===== src/rtl/pipelined_barrel_shifter.sv =====
// rtl/pipelined_barrel_shifter.sv - pipelined log2 barrel shifter (SLL/SRL/SRA, ROR/ROL when ROTATE_EN is defined)
module pipelined_barrel_shifter #(
   parameter int WIDTH = 32
) (
   input  logic             clk,
   input  logic             rst_n,
   input  logic             flush,
   input  logic             in_valid,
   output logic             in_ready,
   input  logic [WIDTH-1:0] dataA,
   input  logic [WIDTH-1:0] dataB,
   input  logic [5:0]       Signal,
   output logic             out_valid,
   input  logic             out_ready,
   output logic [WIDTH-1:0] dataOut,
   output logic             busy
);

   localparam int SHAMT_W = $clog2(WIDTH);

   typedef enum logic [1:0] {
      OP_SLL = 2'd0,
      OP_SRL = 2'd1,
      OP_SRA = 2'd2,
      OP_ROR = 2'd3
   } op_t;

   // decoded input operation
   logic [WIDTH-1:0]   dec_data;
   op_t                dec_op;
   logic [SHAMT_W-1:0] dec_sh;
   logic               dec_msb;

   // per-level inputs and shifted outputs
   logic [WIDTH-1:0]   st_data [SHAMT_W];
   op_t                st_op   [SHAMT_W];
   logic [SHAMT_W-1:0] st_sh   [SHAMT_W];
   logic               st_msb  [SHAMT_W];
   logic [WIDTH-1:0]   data_d  [SHAMT_W];

   // stage registers
   logic [WIDTH-1:0]   data_q  [SHAMT_W];
   op_t                op_q    [SHAMT_W];
   logic [SHAMT_W-1:0] sh_q    [SHAMT_W];
   logic               msb_q   [SHAMT_W];
   logic [SHAMT_W-1:0] vld_q;

   logic stall;
   logic accept;
   logic unused_ok;

   // One shift level: moves d by amt when enabled, otherwise passes it through.
   function automatic logic [WIDTH-1:0] level_shift(
      input logic [WIDTH-1:0] d,
      input op_t              op,
      input logic             en,
      input logic             fill_bit,
      input int               amt
   );
      logic [WIDTH-1:0] r;
      logic [WIDTH-1:0] fill_mask;
      fill_mask = ~({WIDTH{1'b1}} >> amt);
      r = d;
      if (en) begin
         case (op)
            OP_SLL:  r = d << amt;
            OP_SRL:  r = d >> amt;
            OP_SRA:  r = (d >> amt) | (fill_bit ? fill_mask : '0);
`ifdef ROTATE_EN
            OP_ROR:  r = (d >> amt) | (d << (WIDTH - amt));
`endif
            default: r = d;
         endcase
      end
      return r;
   endfunction

   assign stall     = vld_q[SHAMT_W-1] && !out_ready;
   assign in_ready  = !stall;
   assign accept    = in_valid && in_ready;
   assign out_valid = vld_q[SHAMT_W-1];
   assign dataOut   = data_q[SHAMT_W-1];
   assign busy      = |vld_q;

   // Upper shift-amount bits and last-stage side-band are intentionally not consumed.
   assign unused_ok = ^{dataB[WIDTH-1:SHAMT_W], sh_q[SHAMT_W-1], op_q[SHAMT_W-1], msb_q[SHAMT_W-1]};

   // Decode the opcode; ROL becomes ROR by the negated amount, unknown codes carry a zero operand.
   always_comb begin
      dec_data = dataA;
      dec_op   = OP_SLL;
      dec_sh   = dataB[SHAMT_W-1:0];
      dec_msb  = dataA[WIDTH-1];
      case (Signal)
         6'b000000: dec_op = OP_SLL;
         6'b000010: dec_op = OP_SRL;
         6'b000011: dec_op = OP_SRA;
`ifdef ROTATE_EN
         6'b000110: dec_op = OP_ROR;
         6'b000111: begin
            dec_op = OP_ROR;
            dec_sh = '0 - dataB[SHAMT_W-1:0];
         end
`endif
         default: begin
            dec_data = '0;
            dec_op   = OP_SLL;
         end
      endcase
   end

   // Route each level's input from the decoder or the previous stage and apply its shift.
   always_comb begin
      st_data[0] = dec_data;
      st_op[0]   = dec_op;
      st_sh[0]   = dec_sh;
      st_msb[0]  = dec_msb;
      for (int k = 1; k < SHAMT_W; k++) begin
         st_data[k] = data_q[k-1];
         st_op[k]   = op_q[k-1];
         st_sh[k]   = sh_q[k-1];
         st_msb[k]  = msb_q[k-1];
      end
      for (int k = 0; k < SHAMT_W; k++) begin
         data_d[k] = level_shift(st_data[k], st_op[k], st_sh[k][k], st_msb[k], 1 << k);
      end
   end

   // Advance the pipeline unless the output is stalled; flush kills every valid bit.
   always_ff @(posedge clk or negedge rst_n) begin
      if (!rst_n) begin
         vld_q <= '0;
         for (int k = 0; k < SHAMT_W; k++) begin
            data_q[k] <= '0;
            op_q[k]   <= OP_SLL;
            sh_q[k]   <= '0;
            msb_q[k]  <= 1'b0;
         end
      end else begin
         if (flush) begin
            vld_q <= '0;
         end else if (!stall) begin
            vld_q <= {vld_q[SHAMT_W-2:0], accept};
         end
         if (!stall) begin
            for (int k = 0; k < SHAMT_W; k++) begin
               data_q[k] <= data_d[k];
               op_q[k]   <= st_op[k];
               sh_q[k]   <= st_sh[k];
               msb_q[k]  <= st_msb[k];
            end
         end
      end
   end

endmodule


===== config.mk =====
export PLATFORM = sky130hd
export DESIGN_NAME = pipelined_barrel_shifter
export DESIGN_NICKNAME = d
export VERILOG_FILES = /design/src/rtl/pipelined_barrel_shifter.sv
export SDC_FILE = /design/constraint.sdc
export NUM_CORES = 1
export LEC_CHECK = 0
export CORE_MARGIN = 2
export CORE_UTILIZATION = 45
export DETAILED_ROUTE_END_ITERATION = 8
export PLACE_DENSITY_LB_ADDON = 0.15
export SETUP_SLACK_MARGIN = 0.02
export SKIP_LAST_GASP = 1
export SYNTH_ARGS = -nofsm -noshare
export SYNTH_HDL_FRONTEND = slang
export SYNTH_SLANG_ARGS = --single-unit

===== constraint.sdc =====
create_clock -name clk -period 3.5 [get_ports clk]
set_input_delay 1.05 -clock clk [delete_from_list [all_inputs] [get_ports clk]]
set_output_delay 1.05 -clock clk [all_outputs]
set_load 0.02 [all_outputs]

; Word level (Yosys, flattened, before mapping)
; Cells that the tools add are included.
[op_classes]
bitwise = 5
n_eq_ne = 13
n_reduce_logical = 12
muxes = 19
[ops]
columns = cell, count
row1 = one-hot mux 32 bit (3 select lines), 5
row2 = 2-to-1 mux 32 bit, 11
row3 = OR 16 x 32 -> 32 bit, 1
row4 = OR 24 x 32 -> 32 bit, 1
row5 = OR 28 x 32 -> 32 bit, 1
row6 = OR 30 x 32 -> 32 bit, 1
row7 = OR 31 x 32 -> 32 bit, 1
row8 = "== test 6 x 2 -> 1 bit, second input constant", 2
row9 = "== test 2 x 1 -> 1 bit, second input constant", 5
row10 = "== test 2 bit, second input constant", 5
row11 = logical NOT 2 bit, 5
row12 = 2-to-1 mux 5 bit, 2
row13 = logical NOT 6 bit, 1
row14 = OR reduction 5 bit, 1
row15 = one-hot mux 2 bit (2 select lines), 1
row16 = OR reduction 3 bit, 1
row17 = logical AND 1 bit, 2
row18 = logical NOT 1 bit, 2
row19 = "inequality test 2 bit, second input constant", 1
[word_totals]
input_bits = 75
regBits = 197

; Logic depth before layout (Yosys ltp)
; Gate-level depths: netlist (run 1).
[depth]
ltp_word = 6
ltp_mapped = 7

; Worst setup path before layout (run 1)
; OpenSTA, ideal clock, no wires.
[synth_path]
path_kind = in2out
from = in out_ready
to = out in_ready
path_slack_ns = 0.473
arrival_time_ns = 1.977
path_buffers = 3
path_stages = 5
cell_sequence = nor2b_1 buf_2 clkinv_1 clkbuf_1 clkbuf_1
[synth_between]
elab_chain_len = 3
[synth_lines]
columns = item, line
row1 = "start, declared", 14  ; input logic out_ready,
row2 = logical NOT 1 bit, 78  ; assign stall = vld_q[SHAMT_W-1] && !out_ready;
row3 = logical AND 1 bit, 78
row4 = logical NOT 1 bit, -
row5 = "end, declared", 9  ; output logic in_ready,
; No other way between the ends.

; Worst setup path after layout (run 1)
; Same ends and word-level chain as after synthesis.

==> impl_metrics.py, run 1 <==
metrics = {
    "power": {
        "power_density_nw_per_um2": 427,
        "power.share.clock_pct": 42.9,
        "p_leak_nw": 5.10,
        "switching_power_w": 0.00123,
        "p_comb_share_pct": 9.7,
        "vdd_ir_drop_max_mv": 0.323,
        "p_seq_share_pct": 47.5,
        "finalPower_w": 0.00495,
        "p_int_w": 0.00372,
        "swShare_pct": 24.9,
    },
    "flow_run": {
        "drv_cap": 0,
    },
    "detailed_routing": {
        "ant_nets": 0,
        "num_vias": 8611,
        "wirelength_um": 25900,
        "via_per_inst": 5.92,
        "drt-wirelength-per-cell_um": 17.8,
        "first_pass_iters": 6,
        "drtIter0Drc": 799,
        "route.detailed.drc": 0,
    },
    "setup_path": {
        "path_cells": "clkdlybuf4s50_1, nor2b_4, inv_6, clkdlybuf4s50_1",
        "cp.arrival_ps": 2280,
        "required_ps": 2450,
        "start_kind": "input port",
        "crit_fanout": 2,
        "rr_worst_depth": 4,
        "cp_common_cell": "clkdlybuf4s50_1",
        "worstSetupEndpointType": "output pin",
        "critPathKind": "input port to output pin",
        "crit_slowest_cell": "clkdlybuf4s50_1",
        "critical_path.max_stage_delay_ps": 620,
    },
    "clock_network": {
        "cts_resized": 0,
        "path_clk_slew_ps": 70,
        "h-tree-depth": 4,
        "ctsHoldBuffers": 0,
        "clockBufferDepth": 2,
        "tritoncts": "yes",
        "cts-root-buf": "clkbuf_16",
        "clock_latency_ps": 430,
        "clock_sinks": 187,
        "cts_buffers": 17,
        "postCtsSetupBuffers": 0,
    },
    "sta": {
        "setup_tns_ps": 0,
        "finalHoldViolations": 0,
        "rsz0062_at_grt": "no",
        "clock.fmax_mhz": 300,
        "worst_pin_slew_ps": 1090,
        "fin_crit_sh_pct": 95.2,
        "period_needed_ps": 3330,
        "finClkSkew_ps": 13.1,
        "setup_viol": 0,
        "max_slew_margin_pct": 27.0,
        "drv_slew": 0,
    },
    "floorplan": {
        "start_util_pct": 45.4,
        "fp.dieH_um": 154,
        "core_area_um2": 22400,
        "io_pins": 110,
        "dieArea_um2": 23900,
        "die_width_um": 154,
        "row_count": 55,
    },
    "global_routing": {
        "grt_use_total_pct": 22.0,
        "overflow": 0,
        "grt_antenna_before_repair": 0,
        "grt_pass1_wl_um": 42900,
        "grt_max_degree": 222,
        "grt_pass1_vias": 7968,
    },
    "cells_and_area": {
        "drive_gt1_share_pct": 6.33,
        "num-fill-cells": 2149,
        "regArea_um2": 4680,
        "multi_input_area_um2": 4810,
        "finalNetCount": 1231,
        "syn2layout_area_growth_pct": 13.8,
        "n_antenna_cell": 0,
    },
    "logic_synthesis": {
        "synthTopCellsByArea": "dfrtp_1, a221oi_1, nor2_1, nand2_1, mux2i_1",
        "synth.distinct_cells": 42,
        "yosys_warnings": 0,
        "ys_ff_latch": 187,
        "yosysTopAreaCell": "dfrtp_1",
        "synth_top_area_share_pct": 45.9,
        "netlist_instances": 1166,
        "ys_seq_area_share_pct": 45.9,
        "syn_area_um2": 10200,
        "syn_avg_cell_area_um2": 8.74,
        "syn_nets": 1241,
    },
    "status": {
        "status": "completed",
    },
    "place": {
        "hpwl_um": 16900,
        "portBuffers": 82,
        "gp_congestion": 0.829,
    },
    "min_path": {
        "min_path_type": "register to register",
        "holdPathStages": 2,
    },
}
## stage by stage
stage / util, % / worst slack (ps) / std cells / instance area [um^2] / hold slack, ps
2_1_floorplan: - / 473 / 1166 / 10200 / 439
3_3_place_gp: 48.8 / 154 / 1422 / 11000 / 450
3_5_place_dp: 48.8 / 134 / 1422 / 11000 / 455
4_1_cts: 51.7 / 159 / 1454 / 11600 / 471
5_1_grt: 51.7 / 149 / 1454 / 11600 / 500
6_report: 51.7 / 167 / 1454 / 11600 / 466
## power by group through the flow
| stage | clock network (W) | registers (W) | logic [W] |
|---|---|---|---|
| after floorplan | 0 | 0.00235 | 0.000299 |
| after global placement | 0 | 0.00239 | 0.000476 |
| after detailed placement | 0 | 0.00239 | 0.000481 |
| after CTS | 0.00216 | 0.00235 | 0.000482 |
| after global routing | 0.00225 | 0.00236 | 0.000529 |
| final | 0.00212 | 0.00235 | 0.000478 |
## Yosys cell counts, drive strengths merged
master	count
mux2i	39
clkbuf	76
nor2	198
nand3	21
nor4	2
clkinv	2
o211ai	1
a2bb2oi	1
nor2b	2
nand3b	42
dfrtp	187
buf	62
mux2	5
or2	1
a21o	2
or4	1
and3	2
and3b	1
nand2b	22
nor3	6
a41oi	1
a22oi	41
nor4b	1
o31ai	1
a31oi	21
inv	4
a222oi	30
o2bb2ai	5
nand2	158
o22ai	5
o21ai	68
a21oi	72
a221oi	86
## cells by family (layout without fill, tap and decap cells)
| family | Yosys count | after routing | share of synthesized area, % |
|---|---|---|---|
| flops | 187 | 187 | 45.9 |
| buf+inv | 144 | 147 | 6.95 |
| compound gates | 334 | 334 | 22.8 |
| mux | 44 | 44 | 4.38 |
| simple gates | 457 | 457 | 19.9 |
## final timing paths
path,start,endpoint,slack [ps]
setup / recovery,out_ready,in_ready,170
hold / removal,sh_q[19],sh_q[19],470
setup reg to reg,op_q[7],data_q[92],1100
hold reg to reg,sh_q[19],sh_q[19],470
max in group asynchronous,rst_n,data_q[84],2200
min in group asynchronous,rst_n,data_q[34],630
## critical path: cells and delay by family
family | cells | cell delay [ps]
simple gates | 1 | 60
buf+inv | 3 | 1170
## area by class of cell
cell class                 count  share of cell area, %
multi-input combinational    835                   41.5
sequential                   187                   40.3
timing repair buffer         109                   9.28
clock buffer                  21                   4.05
tap                          285                   3.07
clock inverter                11                   1.54
inverter                       6                  0.237
## metal layers
layer  wire (um)  up-vias  global-route usage (%)
li1            -     4198                       -
met3         932       26                    3.03
met5           0        -                       0
met4         588        0                    7.50
met1       12100     4152                    31.2
met2       12300      235                    35.0
## sequential cells by signal, indices dropped and copies added (netlist names)
register and count:
op_q 8, dataOut 32, data_q 128, vld_q 5, sh_q 10, msb_q 4
## layout by cell type (no fill, tap or decap), drive strengths merged, types with 2 or more instances in the layout
| cell type | instances |
|---|---|
| inv | 8 |
| mux2i | 39 |
| o21ai | 68 |
| nand3b | 42 |
| clkbuf | 22 |
| and3 | 2 |
| mux2 | 5 |
| nor3 | 6 |
| nand2b | 22 |
| nor2 | 198 |
| nand3 | 21 |
| bufinv | 4 |
| a222oi | 30 |
| clkinvlp | 2 |
| nand2 | 158 |
| nor2b | 2 |
| a31oi | 21 |
| nor4 | 2 |
| a21o | 2 |
| o2bb2ai | 5 |
| clkinv | 3 |
| o22ai | 5 |
| a22oi | 41 |
| buf | 27 |
| a221oi | 86 |
| dfrtp | 187 |
| clkdlybuf4s50 | 81 |
| a21oi | 72 |
Note: power is estimated with default switching activity, not from simulation.
==> inputs of run 2 (changes only) <==
--- a/config.mk
+++ b/config.mk
@@ -10,7 +10,6 @@
 export DETAILED_ROUTE_END_ITERATION = 8
 export PLACE_DENSITY_LB_ADDON = 0.15
 export SETUP_SLACK_MARGIN = 0.02
-export SKIP_LAST_GASP = 1
 export SYNTH_ARGS = -nofsm -noshare
 export SYNTH_HDL_FRONTEND = slang
 export SYNTH_SLANG_ARGS = --single-unit
==> results of run 2 <==
No change in the layout: final DEF, timing and power equal those of run 1.
